===== src/rtl/fifo_pkg.sv =====
// Shared async-FIFO definitions: pointer width, pointer type and binary-to-Gray helper.
// Used by both the read-side and write-side pointer controllers.
package fifo_pkg;

  localparam int ADDR_WIDTH = 9;

  typedef logic [ADDR_WIDTH:0] ptr_t;

  function automatic ptr_t bin2gray(input ptr_t bin);
    return bin ^ (bin >> 1);
  endfunction

endpackage


===== src/rtl/rptr_empty_ctrl_if.sv =====
// Read-side handshake/status bundle of the async FIFO.
// The master drives the read request and the synchronized write pointer; the slave reports the status.
interface rptr_empty_ctrl_if;
  import fifo_pkg::*;

  logic                  r_en;
  ptr_t                  wptr_gray_sync;
  ptr_t                  rptr;
  ptr_t                  rptr_gray;
  logic [ADDR_WIDTH-1:0] raddr;
  logic                  f_empty;
  logic                  f_aempty;
  ptr_t                  rd_count;
  logic                  r_valid;
  logic                  underflow;

  modport master (
    output r_en, wptr_gray_sync,
    input  rptr, rptr_gray, raddr, f_empty, f_aempty, rd_count, r_valid, underflow
  );

  modport slave (
    input  r_en, wptr_gray_sync,
    output rptr, rptr_gray, raddr, f_empty, f_aempty, rd_count, r_valid, underflow
  );

endinterface


===== src/rtl/fifo_gray2bin.sv =====
// Combinational Gray-to-binary converter: each binary bit is the XOR of all Gray bits at or above it.
module fifo_gray2bin #(
  parameter int W = 10
) (
  input  logic [W-1:0] gray,
  output logic [W-1:0] bin
);

  for (genvar i = 0; i < W; i++) begin : g_bit
    assign bin[i] = ^gray[W-1:i];
  end

endmodule


===== src/rtl/rptr_empty_ctrl.sv =====
// Read-domain pointer and empty/almost-empty/occupancy controller of the async FIFO.
// Optional feature macro: RPTR_UNDERFLOW_CHK_EN builds the sticky underflow flag and its assertion.
module rptr_empty_ctrl
  import fifo_pkg::*;
#(
  parameter int AE_THRESH = 4
) (
  input  logic              r_clk,
  input  logic              rrst_n,
  rptr_empty_ctrl_if.slave  bus
);

  ptr_t rptr_q;
  ptr_t rgray_q;
  ptr_t count_q;
  logic empty_q;
  logic aempty_q;
  logic valid_q;

  ptr_t wbin;
  ptr_t rptr_next;
  ptr_t rgray_next;
  ptr_t cnt_next;
  logic rd_acc;

  fifo_gray2bin #(
    .W (ADDR_WIDTH + 1)
  ) u_wptr_g2b (
    .gray (bus.wptr_gray_sync),
    .bin  (wbin)
  );

  // Status is computed from the next pointer so that a read and a synced write in the
  // same cycle are both reflected one cycle later.
  assign rd_acc     = bus.r_en && !empty_q;
  assign rptr_next  = rptr_q + {{ADDR_WIDTH{1'b0}}, rd_acc};
  assign rgray_next = bin2gray(rptr_next);
  assign cnt_next   = wbin - rptr_next;

  always_ff @(posedge r_clk or negedge rrst_n) begin
    if (!rrst_n) begin
      rptr_q   <= '0;
      rgray_q  <= '0;
      count_q  <= '0;
      empty_q  <= 1'b1;
      aempty_q <= 1'b1;
      valid_q  <= 1'b0;
    end else begin
      rptr_q   <= rptr_next;
      rgray_q  <= rgray_next;
      count_q  <= cnt_next;
      empty_q  <= (rgray_next == bus.wptr_gray_sync);
      aempty_q <= (cnt_next <= ptr_t'(AE_THRESH));
      valid_q  <= rd_acc;
    end
  end

  assign bus.rptr      = rptr_q;
  assign bus.rptr_gray = rgray_q;
  assign bus.raddr     = rptr_q[ADDR_WIDTH-1:0];
  assign bus.f_empty   = empty_q;
  assign bus.f_aempty  = aempty_q;
  assign bus.rd_count  = count_q;
  assign bus.r_valid   = valid_q;

`ifdef RPTR_UNDERFLOW_CHK_EN
  logic underflow_q;

  // Sticky until reset so software can see that a read was ever attempted while empty.
  always_ff @(posedge r_clk or negedge rrst_n) begin
    if (!rrst_n) begin
      underflow_q <= 1'b0;
    end else if (bus.r_en && empty_q) begin
      underflow_q <= 1'b1;
    end
  end

  assign bus.underflow = underflow_q;

  a_no_underflow : assert property (@(posedge r_clk) disable iff (!rrst_n) !(bus.r_en && empty_q))
    else $warning("rptr_empty_ctrl: read requested while FIFO empty");
`else
  assign bus.underflow = 1'b0;
`endif

endmodule


===== src/flat_wrapper.sv =====
// flat-port wrapper written by rule: the top's interface ports become plain ports
module rptr_empty_ctrl_flat import fifo_pkg::*;
#(
  parameter int AE_THRESH = 4
)
  (r_clk, rrst_n, bus_r_en, bus_wptr_gray_sync, bus_rptr, bus_rptr_gray, bus_raddr, bus_f_empty, bus_f_aempty, bus_rd_count, bus_r_valid, bus_underflow);
  rptr_empty_ctrl_if bus_i ();
  input  logic r_clk;
  input  logic rrst_n;
  input wire logic [$bits(bus_i.r_en)-1:0] bus_r_en;
  input wire logic [$bits(bus_i.wptr_gray_sync)-1:0] bus_wptr_gray_sync;
  output wire logic [$bits(bus_i.rptr)-1:0] bus_rptr;
  output wire logic [$bits(bus_i.rptr_gray)-1:0] bus_rptr_gray;
  output wire logic [$bits(bus_i.raddr)-1:0] bus_raddr;
  output wire logic [$bits(bus_i.f_empty)-1:0] bus_f_empty;
  output wire logic [$bits(bus_i.f_aempty)-1:0] bus_f_aempty;
  output wire logic [$bits(bus_i.rd_count)-1:0] bus_rd_count;
  output wire logic [$bits(bus_i.r_valid)-1:0] bus_r_valid;
  output wire logic [$bits(bus_i.underflow)-1:0] bus_underflow;
  assign bus_i.r_en = bus_r_en;
  assign bus_i.wptr_gray_sync = bus_wptr_gray_sync;
  assign bus_rptr = bus_i.rptr;
  assign bus_rptr_gray = bus_i.rptr_gray;
  assign bus_raddr = bus_i.raddr;
  assign bus_f_empty = bus_i.f_empty;
  assign bus_f_aempty = bus_i.f_aempty;
  assign bus_rd_count = bus_i.rd_count;
  assign bus_r_valid = bus_i.r_valid;
  assign bus_underflow = bus_i.underflow;
  rptr_empty_ctrl #(.AE_THRESH(AE_THRESH)) u_core (.r_clk(r_clk), .rrst_n(rrst_n), .bus(bus_i));
endmodule

===== config.mk =====
export PLATFORM = sky130hd
export DESIGN_NAME = rptr_empty_ctrl_flat
export DESIGN_NICKNAME = d
export VERILOG_FILES = /design/src/rtl/fifo_pkg.sv /design/src/rtl/rptr_empty_ctrl_if.sv /design/src/rtl/fifo_gray2bin.sv /design/src/rtl/rptr_empty_ctrl.sv /design/src/flat_wrapper.sv
export SDC_FILE = /design/constraint.sdc
export NUM_CORES = 1
export LEC_CHECK = 0
export CORE_UTILIZATION = 49
export DETAILED_ROUTE_END_ITERATION = 7
export PLACE_DENSITY = 0.92
export RECOVER_POWER = 100
export SYNTH_ARGS = -nofsm -noshare
export SYNTH_HDL_FRONTEND = slang
export SYNTH_SLANG_ARGS = --single-unit

===== constraint.sdc =====
create_clock -name r_clk -period 4 [get_ports r_clk]
set_input_delay 1 -clock r_clk [delete_from_list [all_inputs] [get_ports r_clk]]
set_output_delay 1 -clock r_clk [all_outputs]
set_load 0.005 [all_outputs]

Yosys cells after proc, flatten, opt, wreduce, memory -nomap -nowiden
Cells that the tools add are included.
- flip-flop bits (word level): 33
- output and inout port bits: 43
- add/sub/neg operators: 2
- $lt $le $gt $ge: 1
- equality and inequality tests: 1
- bitwise gates (word level): 1
- reduce and logical (&&, ||, !) cells: 11
- operators with widths (cell ; number):
    $add A10 B1 Y10 ; 1
    $eq A10 B10 Y1 ; 1
    $le A10 B3 Y1 const B ; 1
    $reduce_xor A10 Y1 ; 1
    $sub A10 B10 Y10 ; 1
    $xor A10 B9 Y10 ; 1
    $reduce_xor A9 Y1 ; 1
    $reduce_xor A8 Y1 ; 1
    $reduce_xor A7 Y1 ; 1
    $reduce_xor A6 Y1 ; 1
    $reduce_xor A5 Y1 ; 1
    $reduce_xor A4 Y1 ; 1
    $reduce_xor A3 Y1 ; 1
    $reduce_xor A2 Y1 ; 1
    $logic_and A1 B1 Y1 ; 1
    $logic_not A1 Y1 ; 1

Longest topological paths before layout
Gate-level depths: netlist of run 1.
- word-level depth: 5
- depth in mapped cells: 16
- depth with buffers taken out: 15

By module
From an unflattened synthesis of run 1, not the netlist that was laid out.
- cell total of the unflattened synthesis: 204
- area, all modules: 2177.1 um^2
- by module, submodules not included (module ; instances ; cells each ; area an instance (um^2) ; seq. area each (um^2)):
    rptr_empty_ctrl ; 1 ; 189 ; 1989.4 ; 803.3
    fifo_gray2bin ; 1 ; 15 ; 187.7 ; 0.0

Worst setup path before layout of run 1
OpenSTA, ideal clock, no wires.
- path kind: input to register
- from: input port bus_wptr_gray_sync[8]
- to: register u_core.aempty_q, in the netlist u_core.bus.f_aempty
- library setup time: 0.105 ns
- data arrival time: 4.376 ns
- slack: -0.481 ns
- cell stages on the path: 15
- path buffers: 1
- cell sequence: buf_6 xnor2_2 xnor3_2 xnor2_1 xor2_1 xnor2_1 ha_1 nor2b_1 o21ai_0 a2111o_1 nand3_2 a311oi_2 o2111a_1 or3_4 a2111oi_2
- cells in the longest elaborated chain, start to end: 3
- elaborated cells between the ends (all ways): 11
- ends and longest elaborated chain (element ; line ; text):
    start: declaration ; flat_wrapper.sv:11 ; input wire logic [$bits(bus_i.wptr_gray_sync)-1:0] bus_wptr_gray_sync;
    $reduce_xor A10 Y1, or another cell as far along ; fifo_gray2bin.sv:10 ; assign bin[i] = ^gray[W-1:i];
    $sub A10 B10 Y10 (*) ; rptr_empty_ctrl.sv:38 ; assign cnt_next = wbin - rptr_next;
    $le A10 B3 Y1 (*) ; rptr_empty_ctrl.sv:53 ; aempty_q <= (cnt_next <= ptr_t'(AE_THRESH));
    end signal: assignment ; rptr_empty_ctrl.sv:53 ;
    end: declaration ; rptr_empty_ctrl.sv:17 ; logic aempty_q;
Every way passes the cells marked *; elsewhere a longest branch is shown, timed or not.

Worst setup path in the final report of run 1
- from: input port bus_wptr_gray_sync[3]
- to: register u_core.aempty_q, in the netlist u_core.bus.f_aempty
- cells in the longest elaborated chain, start to end: 3
- elaborated cells between the ends (all ways): 6
- ends and longest elaborated chain (element ; line):
    $reduce_xor A10 Y1, or another cell as far along ; fifo_gray2bin.sv:10
    $sub A10 B10 Y10 (*) ; rptr_empty_ctrl.sv:38
    $le A10 B3 Y1 (*) ; rptr_empty_ctrl.sv:53
Marks and branches as above.

==> metrics list, run 1 <==
- The run finished, with violations left.
* Failing checks: capacitance limit, slew limit, setup timing
- Number of placement rows: 23
* Vias per cell: 5.431
* GPL Wtd Cong: 0.8963
* Global routing usage summed across all routing layers: 27.78%
- Post-synthesis async set-or-reset flop share: 100.0%
* Number of fill cells: 240
* Vias after detailed routing: 1,917
* Static leakage: 0.001513 µW
- Wires add up to 6253 µm.
- Count of port buffers added during placement: 54
* Die Ht: 67.30 µm
- The first global-routing pass estimated 9128 µm of wire.
- Post-cts hold buffer count: 0
* Max-slew violation count: 33
- The clock net in this run drives a total of 32 sinks.
- In this run the worst setup path begins at bus_wptr_gray_sync[3].
- Startpoint type of the worst setup path: primary input
* Via count of the first global-routing pass: 1,894
* Total negative setup slack: -0.4136 ns
- For the pin with the worst max-slew slack, the measured transition is 1.712 ns.
- Synthesis produced a netlist whose cell count is 195.
- Time the worst path needs with I/O delays and setup: 4.305 ns
- Before CTS, the worst setup slack after placement is -1.201 ns.
- The final hold violation count is 0.
- Synthesized net count: 217
* Max Fanout on Critical Path: 4
- Post-synth top flop: sky130_fd_sc_hd__dfrtp_1
- Final ANT Viol Nets: 0
* Count of synthesis-stage warnings from yosys: 0
* Setup Crit Path Kind: primary input to register
- 56 I/O pins were placed.
- Seq/Total Area, Yosys: 38.44%
* Max transition margin: -14.13%
- Once detailed placement completed, the half-perimeter wirelength came to 3900 µm.
- Count of placed standard cells including taps: 333
* Start of the worst register-to-register path: u_core.bus.f_empty$_DFF_PN1_
- Remaining global-route overflow: 0
- Pin count of the biggest net entering global routing: 33
- Starting density of the core: 51.50%
- Clk slew on worst S/H paths: 0.07 ns
- Averaged over all synthesized cells, the footprint is 10.72 µm².
- Synth unique cells: 46
- Classification of the worst-slack hold path: register to register
- The initial antenna violation count is 0.
- The H-tree was split into 2 levels.
- The top cell type by area accounts for 35.93% of the synthesized area.
- After detailed routing, the average wire length per cell comes to 17.71 µm.
- Summing every instance area after synthesis gives 0.002090 mm².
- Setup repair after global routing missed its margin: true
- Proportion of layout cells with a drive suffix above 1: 31.35%
- In this run, the number of DRC markers left after iteration 0 of detailed routing was 147.
- Summed over all instances, the cell type with the most area after synthesis is sky130_fd_sc_hd__dfrtp_1.
- Number of optimization iterations in the first detailed-route pass: 4
- Final cell count without fillers: 353
- In the post-synthesis netlist, the cell with the most instances is sky130_fd_sc_hd__xnor2_1.
- The die covers 0.004529 mm².
- Fin worst setup slack: -0.3047 ns
- Area of the core region: 0.004058 mm²
- TritonCTS built the clock tree.
- Critical hold path startpoint: u_core.bus.f_empty$_DFF_PN1_
* Sort of element at the end of the critical path: register
- Hold slack final: 0.7021 ns
- DRC viols: 0
- Power density relative to cell area: 830.7 mW/mm²
* Number of synthesized flops with an enable pin: 0
- In this run the horizontal extent of the chip is 67.30 µm.
* Clock Skews: 0.008245 ns
- Later-pin clock latency in the skew report: 0.29 ns
- Number of max-cap violations: 1
- In the final design database the tool counted 324 nets.
* Synthesis-to-finish area growth: 54.01%
- At the worst endpoint, the arrival time is 4.50 ns.
* CTS buffer count: 5
- Required @ worst endpoint: 4.20 ns
* Count of endpoints failing setup in the final report: 2
- Register bit total from synthesis: 32
* Longest Clk Path Bufs: 2
* Period utilization: 107.6%
- Number of diodes: 0
* Synth top area cells: sky130_fd_sc_hd__dfrtp_1 36%, sky130_fd_sc_hd__xnor2_1 14%, sky130_fd_sc_hd__ha_1 4.8%, sky130_fd_sc_hd__buf_4 4.0%, sky130_fd_sc_hd__xor2_1 3.8%
* Peak clock frequency supported by timing: 232.3 MHz
- Across the VDD grid, the largest voltage drop is 0.0007165 V.
- Sorting the synthesized cells by how often they occur yields 33 x sky130_fd_sc_hd__xnor2_1, 30 x sky130_fd_sc_hd__dfrtp_1, 17 x sky130_fd_sc_hd__inv_1.
- CTS placed an instance of sky130_fd_sc_hd__clkbuf_8 at the clock tree root.
final cells by class:
type	count	area, µm²	share of cell area, %
timing repair buffer	112	943.4	29.32
inverter	18	67.56	2.100
sequential	32	803.3	24.96
tap	50	62.56	1.944
clock buffer	6	72.57	2.255
clock inverter	2	35.03	1.089
multi-input combinational	133	1234	38.34
placed cells by master, fill, tap and decap left out, drive strengths merged, types with 3 or more instances in the layout:
master / n
clkbuf: 13
clkdlybuf4s50: 4
buf: 58
inv: 17
xnor3: 3
xor2: 9
dlygate4sd3: 43
a21oi: 7
a31oi: 4
or3: 4
nand2: 11
ha: 8
xnor2: 36
o21ai: 6
nand3: 8
nor2: 7
dfrtp: 30
power by group:
group / internal, µW / switching [µW] / total (µW) / leakage [µW]
Clock: 185 / 127 / 311 / 0.0000552
Combinational: 982 / 845 / 1830 / 0.00107
Sequential: 457 / 78.3 / 536 / 0.000390
layer usage:
metal	vias to the layer above	part of all wire, %	global-route usage [%]	routed length (µm)
li1	863	-	-	-
met1	942	40	32.48	2483
met2	89	51	48.00	3191
met3	23	5.2	5.743	328
met4	0	4.0	13.56	251
met5	-	0	0	0
per-stage QoR:
| step | utilization, % | instance area, µm² | total power, µW |
|---|---|---|---|
| final | 79.31 | 3218 | 2673 |
| after global routing | 79.31 | 3218 | 2858 |
| after CTS | 77.09 | 3128 | 2632 |
| after detailed placement | 73.27 | 2973 | 2261 |
| after global placement | 73.27 | 2973 | 2192 |
| after floorplan | - | 2118 | 1443 |
worst paths after layout:
path | to | slack, ns | cells past startpoint
setup reg to reg | u_core.bus.f_aempty$_DFF_PN1_ | 0.57 | 12
hold reg to reg | u_core.bus.r_valid$_DFF_PN0_ | 0.70 | 2
min in group asynchronous | u_core.bus.rptr_gray[6]$_DFF_PN0_ | 1.69 | 2
setup / recovery | u_core.bus.f_aempty$_DFF_PN1_ | -0.30 | 15
hold / removal | u_core.bus.r_valid$_DFF_PN0_ | 0.70 | 2
max in group asynchronous | u_core.bus.rd_count[0]$_DFF_PN0_ | 1.31 | 2
sequential cells by signal, summed over array words and instances, names as in the netlist:
signal,count
u_core.bus.r_valid,1
u_core.bus.f_empty,1
u_core.bus.rptr,9
u_core.bus.rptr_gray,10
u_core.bus.rd_count,10
u_core.bus.f_aempty,1
critical path, stage by stage:
cell and delay [ns]:
sky130_fd_sc_hd__buf_6 0.09, sky130_fd_sc_hd__xor3_1 0.42, sky130_fd_sc_hd__xnor3_2 0.31, sky130_fd_sc_hd__xnor2_2 0.26
sky130_fd_sc_hd__xor2_2 0.22, sky130_fd_sc_hd__xnor2_1 0.12, sky130_fd_sc_hd__ha_2 0.23, sky130_fd_sc_hd__nor2b_4 0.13
sky130_fd_sc_hd__o21ai_2 0.07, sky130_fd_sc_hd__a2111o_1 0.38, sky130_fd_sc_hd__nand3_2 0.15, sky130_fd_sc_hd__a311oi_4 0.12
sky130_fd_sc_hd__o2111a_2 0.31, sky130_fd_sc_hd__or3_4 0.35, sky130_fd_sc_hd__a2111oi_4 0.35
what timing repair did:
item	4_1_cts	5_1_grt
resized for setup	33	18
setup buffers	5	7
pin swaps	17	15
endpoints found under the setup margin	7	3
logic make-up (layout without fill, tap and decap cells):
family / after synthesis / count (layout) / share of synthesized area, %
other cells: 1 / 1 / 0.1795
buf+inv: 30 / 138 / 7.724
fa+ha+maj: 9 / 9 / 5.749
xor+xnor: 50 / 50 / 26.17
flops: 32 / 32 / 38.44
simple gates: 44 / 44 / 11.20
compound gates: 29 / 29 / 10.54
No activity file was read; power rests on OpenSTA's default activity.
==> run 2, diff against run 1 <==
--- a/config.mk
+++ b/config.mk
@@ -5,6 +5,8 @@
 export SDC_FILE = /design/constraint.sdc
 export NUM_CORES = 1
 export LEC_CHECK = 0
+export ABC_CLOCK_PERIOD_IN_PS = 4000
+export CAP_MARGIN = 15
 export CORE_UTILIZATION = 49
 export DETAILED_ROUTE_END_ITERATION = 7
 export PLACE_DENSITY = 0.92
==> results of run 2 <==
Same layout as run 1: the final DEF is identical, and so are final timing and power.
==> run 3, diff against run 2 <==
--- a/config.mk
+++ b/config.mk
@@ -8,6 +8,7 @@
 export ABC_CLOCK_PERIOD_IN_PS = 4000
 export CAP_MARGIN = 15
 export CORE_UTILIZATION = 49
+export CTS_CLUSTER_DIAMETER = 200
 export DETAILED_ROUTE_END_ITERATION = 7
 export PLACE_DENSITY = 0.92
 export RECOVER_POWER = 100
==> results of run 3 <==
Same layout as run 1: the final DEF is identical, and so are final timing and power.
==> RTL edit 1 (config.mk and constraints of run 1) <==
Set the package constant `ADDR_WIDTH` to 7 (it was 9).
--- a/src/rtl/fifo_pkg.sv
+++ b/src/rtl/fifo_pkg.sv
@@ -2,7 +2,7 @@
 // Used by both the read-side and write-side pointer controllers.
 package fifo_pkg;
 
-  localparam int ADDR_WIDTH = 9;
+  localparam int ADDR_WIDTH = 7;
 
   typedef logic [ADDR_WIDTH:0] ptr_t;
 
Ports: changed (5 resized); port bits go from 56 to 46. No check against the original RTL was run, so the function may have changed too.
==> RTL edit 1 against run 1 <==
Highest routed layer unchanged. Die area decreased by 20%. Sequential cell count decreased by 6. Critical endpoint unchanged. Routed wire length decreased by 21%. Synthesized cell count decreased by 17%. Sequential power decreased by 18%. Largest power group unchanged. Cell count decreased by 21%. Final area decreased by 23%. Sequential share of layout area increased by 1.2 points. Worst setup slack improved by 360 ps. Synthesized area decreased by 20%. Largest cell class unchanged. Power decreased by 20%.
==> RTL edit 1: results (changes against run 1) <==
STA
The slew at the pin with the worst max-slew slack is 1138 ps (was 1712 ps).

Worst setup path
The critical path's largest stage delay was 600 ps (was 420 ps). The master of the slowest instance on the critical path was sky130_fd_sc_hd__clkdlybuf4s50_1 (was sky130_fd_sc_hd__xor3_1). The cell type group with the largest total delay on the critical path is simple AND/OR/NAND/NOR gates (was XOR/XNOR gates).

Placement
The post-place instance area is 2276 um^2 (was 2973 um^2). The half-perimeter wire length after placement is 2819 um (was 3900 um). The number of placed instances, taps included was 264 (was 333). The count of buffers from port buffering is 44 (was 54).

Status
Run status: completed (was finished with violations).

Synthesis
Most common library cells after synthesis: 25 x sky130_fd_sc_hd__xnor2_1, 24 x sky130_fd_sc_hd__dfrtp_1, 14 x sky130_fd_sc_hd__nor2_1 (was 33 x sky130_fd_sc_hd__xnor2_1, 30 x sky130_fd_sc_hd__dfrtp_1, 17 x sky130_fd_sc_hd__inv_1). The post-synth net total is 180 (was 217). The number of different library cells in the post-synthesis netlist is 44 (was 46). The compound-cell area share of the yosys netlist is 7.976% (was 10.54%). The portion of the post-synthesis area used by sequential elements came to 39.28% (was 38.44%). The xor-xnor portion of the synthesized cell area is 21.90% (was 26.17%).

Clock tree
The maximum level of the CTS H-tree is 1 (was 2). The clock insertion delay at the later pin of the skew report is 330 ps (was 290 ps). The TritonCTS buffer count is 3 (was 5). The CTS clock-pin slew for the worst setup and hold paths came to 140 ps (was 70 ps). The root buffer cell is sky130_fd_sc_hd__clkbuf_4 (was sky130_fd_sc_hd__clkbuf_8).

Detailed routing
The routed wirelength normalized by instance count is 17.64 um (was 17.71 um). The total iterations of the first detailed-routing run is 4 (unchanged). The initial detailed-routing violation count was 105 (was 147).

Final layout
The fraction of layout cells with a size suffix above 1 is 25.42% (was 31.35%). The number of standard cells in the final layout excluding fillers was 280 (was 353). The final layout net count is 256 (was 324).

Pwr
The power dissipated by switching net loads came to 0.8801 mW (was 1.049 mW). The cell leakage power is 1.183 nW (was 1.513 nW). The power share of the combinational group is 70.9% (was 68.3%). The peak supply drop is 0.5737 mV (was 0.7165 mV). The switching power as a share of total power is 41.20% (was 39.25%).

The sequential cell power is 0.439 mW (was 0.536 mW).
==> RTL edit 1: cell count changes in the layout (fill, tap and decap cells not counted), sizes merged, moves of 4 or more <==
cell,change
buf,-27
nand3,-6
inv,-4
xnor2,-11
dlygate4sd3,-8
nor2,+7
nand2,-5
a21oi,-4
dfrtp,-6
==> RTL edit 1: timing repair <==
| action | CTS | global route |
|---|---|---|
| resized for setup | 10 | 10 |
| endpoints found under the setup margin | 3 | 2 |
| buffers inserted | 10 | 2 |
| pin swaps | 12 | 7 |
==> RTL edit 1: final cells by class <==
type,count,area [um^2]
clock buffer,3,22.52
clock inverter,1,30.03
fill,171,634.4
inverter,14,52.55
multi-input combinational,109,963.4
sequential,26,653.1
tap,44,55.05
timing repair buffer,83,716.9
==> RTL edit 1: worst min-delay path, cell delays in order (launching register included) <==
cell and delay (ps):
sky130_fd_sc_hd__dfstp_2 390, sky130_fd_sc_hd__nor2b_1 140, sky130_fd_sc_hd__buf_4 130
==> RTL edit 1: path summary, 6_finish.rpt <==
| kind | slack, ps | from | depth (start not counted) | end |
|---|---|---|---|---|
| min in group asynchronous | 1330 | rrst_n | 1 | u_core.bus.r_valid |
| worst min-delay path | 690 | u_core.bus.f_empty | 2 | u_core.bus.r_valid |
| worst max-delay path | 60 | bus_wptr_gray_sync[4] | 13 | u_core.bus.f_aempty |
| max in group asynchronous | 2010 | rrst_n | 1 | u_core.bus.rd_count[3] |
| worst max register to register | 820 | u_core.bus.f_empty | 10 | u_core.bus.f_empty |
| worst min register to register | 690 | u_core.bus.f_empty | 2 | u_core.bus.r_valid |
==> RTL edit 1: layer usage <==
metal	track usage (%)	up-vias	part of all wire, %
li1	-	676	-
met1	32.46	714	38
met2	49.29	92	51
met3	4.113	26	6.1
met4	13.29	0	4.8
met5	0	-	0
==> RTL edit 2 (flow settings as in run 1) <==
Made on the original files. Build with the macro `RPTR_UNDERFLOW_CHK_EN` defined.
--- a/src/rtl/rptr_empty_ctrl.sv
+++ b/src/rtl/rptr_empty_ctrl.sv
@@ -1,5 +1,7 @@
 // Read-domain pointer and empty/almost-empty/occupancy controller of the async FIFO.
 // Optional feature macro: RPTR_UNDERFLOW_CHK_EN builds the sticky underflow flag and its assertion.
+`define RPTR_UNDERFLOW_CHK_EN
+
 module rptr_empty_ctrl
   import fifo_pkg::*;
 #(
Function: changed (Yosys sat finds a counterexample within 4 cycles, from zero or initial values and one cycle with rrst_n low).
==> RTL edit 2 against run 1 <==
The flow still finishes with violations (capacitance limit, slew limit, setup timing). Largest power group unchanged. Worst setup slack improved by 48 ps. Global-route usage increased by 1.2 points. Final area increased by 3.0%. Critical endpoint unchanged. Largest cell class unchanged. Clock skew increased by 4.1 ps. Register-to-register slack improved by 40 ps. Power increased by 6.0%. Critical path depth unchanged. Count of clock-buffer cells in the layout decreased by 1. Synthesized area increased by 0.24%. Routed wire length increased by 12%. Highest routed layer unchanged. Sequential cell count increased by 1. Clock power decreased by 17%.
==> RTL edit 2: results (changes against run 1) <==
Status
Run status: finished with violations (unchanged). Failing checks: capacitance limit, slew limit, setup timing (unchanged).

STA
The final setup violation count was 2 (unchanged). The final worst-path setup slack is -256.8 ps (was -304.7 ps). The clock tree skew after final layout is 12.39 ps (was 8.245 ps). The number of max-slew violations in the final report is 34 (was 33). The slew at the pin with the worst max-slew slack is 1765 ps (was 1712 ps).

Synthesis
Most common library cells after synthesis: 32 x sky130_fd_sc_hd__xnor2_1, 31 x sky130_fd_sc_hd__dfrtp_1, 16 x sky130_fd_sc_hd__inv_1 (was 33 x sky130_fd_sc_hd__xnor2_1, 30 x sky130_fd_sc_hd__dfrtp_1, 17 x sky130_fd_sc_hd__inv_1). The portion of the post-synthesis area used by sequential elements is 39.55% (was 38.44%). The post-synth net total is 215 (was 217).

The average cell area after synthesis was 10.85 um^2 (was 10.72 um^2). The number of different library cells in the post-synthesis netlist came to 44 (was 46).

Pwr
The total combinational power is 2.03 mW (was 1.83 mW). The part of the total power dissipated in sequential elements was 19.3% (was 20.0%). The power dissipated by switching net loads was 1.179 mW (was 1.049 mW). The peak supply drop came to 0.7267 mV (was 0.7165 mV).

Global route
The overall routing resource usage came to 28.96% (was 27.78%). The maximum number of pins on one net before global-route repair is 34 (was 33). The number of global-route vias before repair was 1896 (was 1894).

Min path
The depth of the worst hold-timing path is 1 (was 2).

Floorplanning
The die area came to 4540 um^2 (was 4529 um^2).

Placement
The half-perimeter wire length after placement is 4053 um (was 3900 um).

Final layout
The fill cell total of the finished layout is 232 (was 240). The fraction of layout cells with a size suffix above 1 is 34.87% (was 31.35%). The final layout net count is 325 (was 324).

Detailed routing
The met3 layer wire length in the routed design is 380 um (was 328 um). The count of vias placed by the detailed router is 1952 (was 1917). The routed wirelength normalized by instance count was 19.72 um (was 17.71 um).

Job
The total of max-cap violations is 1 (unchanged).

Worst setup path
The master of the slowest instance on the critical path is sky130_fd_sc_hd__a2111o_1 (was sky130_fd_sc_hd__xor3_1). The signal arrival time at the worst endpoint is 4460 ps (was 4500 ps).

Clock tree
The clock insertion delay at the later pin of the skew report is 310 ps (was 290 ps).
-- RTL edit 2: final timing paths --
check / startpoint / end
worst max-delay path: bus_wptr_gray_sync[5] / u_core.bus.f_aempty
worst min-delay path: u_core.bus.underflow / u_core.bus.underflow
worst max register to register: u_core.bus.f_empty / u_core.bus.f_aempty
worst min register to register: u_core.bus.underflow / u_core.bus.underflow
max in group asynchronous: rrst_n / u_core.bus.rd_count[8]
min in group asynchronous: rrst_n / u_core.bus.rptr[3]
-- RTL edit 2: area by class of cell --
class                           count  area (um^2)  share of cell area (%)
Clock buffer                        5        68.82                   2.076
Clock inverter                      3        17.52                  0.5285
Inverter                           17        63.81                   1.925
Multi-Input combinational cell    131         1295                   39.07
Sequential cell                    33        828.3                   24.99
Tap cell                           50        62.56                   1.888
Timing Repair Buffer              115        978.4                   29.52
-- RTL edit 2: through the flow --
stage | hold WS (ps) | instance area, um^2 | TNS [ps] | power, mW
after global routing | 507.6 | 3314 | -609.9 | 2.992
final | 478.9 | 3314 | -355.7 | 2.832
after CTS | 497.9 | 3208 | -145.1 | 2.672
after global placement | 438.4 | 2983 | -3918 | 2.172
after floorplan | 451.0 | 2107 | -493.6 | 1.416
after detailed placement | 482.4 | 2983 | -5094 | 2.245
-- RTL edit 2: what timing repair did --
action                     in CTS  in global routing
buffers inserted               10                  4
setup endpoints to repair       7                  4
pin swaps                      15                  9
resized for setup              44                 17
-- RTL edit 2: routing by layer --
layer	up-vias	GRT usage [%]
met2	101	49.25
met1	957	33.86
met3	28	6.081
met5	-	0
met4	0	15.69
li1	866	-
-- RTL edit 2: cell families after synthesis --
kind of cell,synth area share [%]
AOI/OAI and AO/OA,11.05
xor gates and xnor gates,25.99
adders and majority gates,5.735
buffers and inverters,7.347
DFF,39.55
and+or+nand+nor,10.33
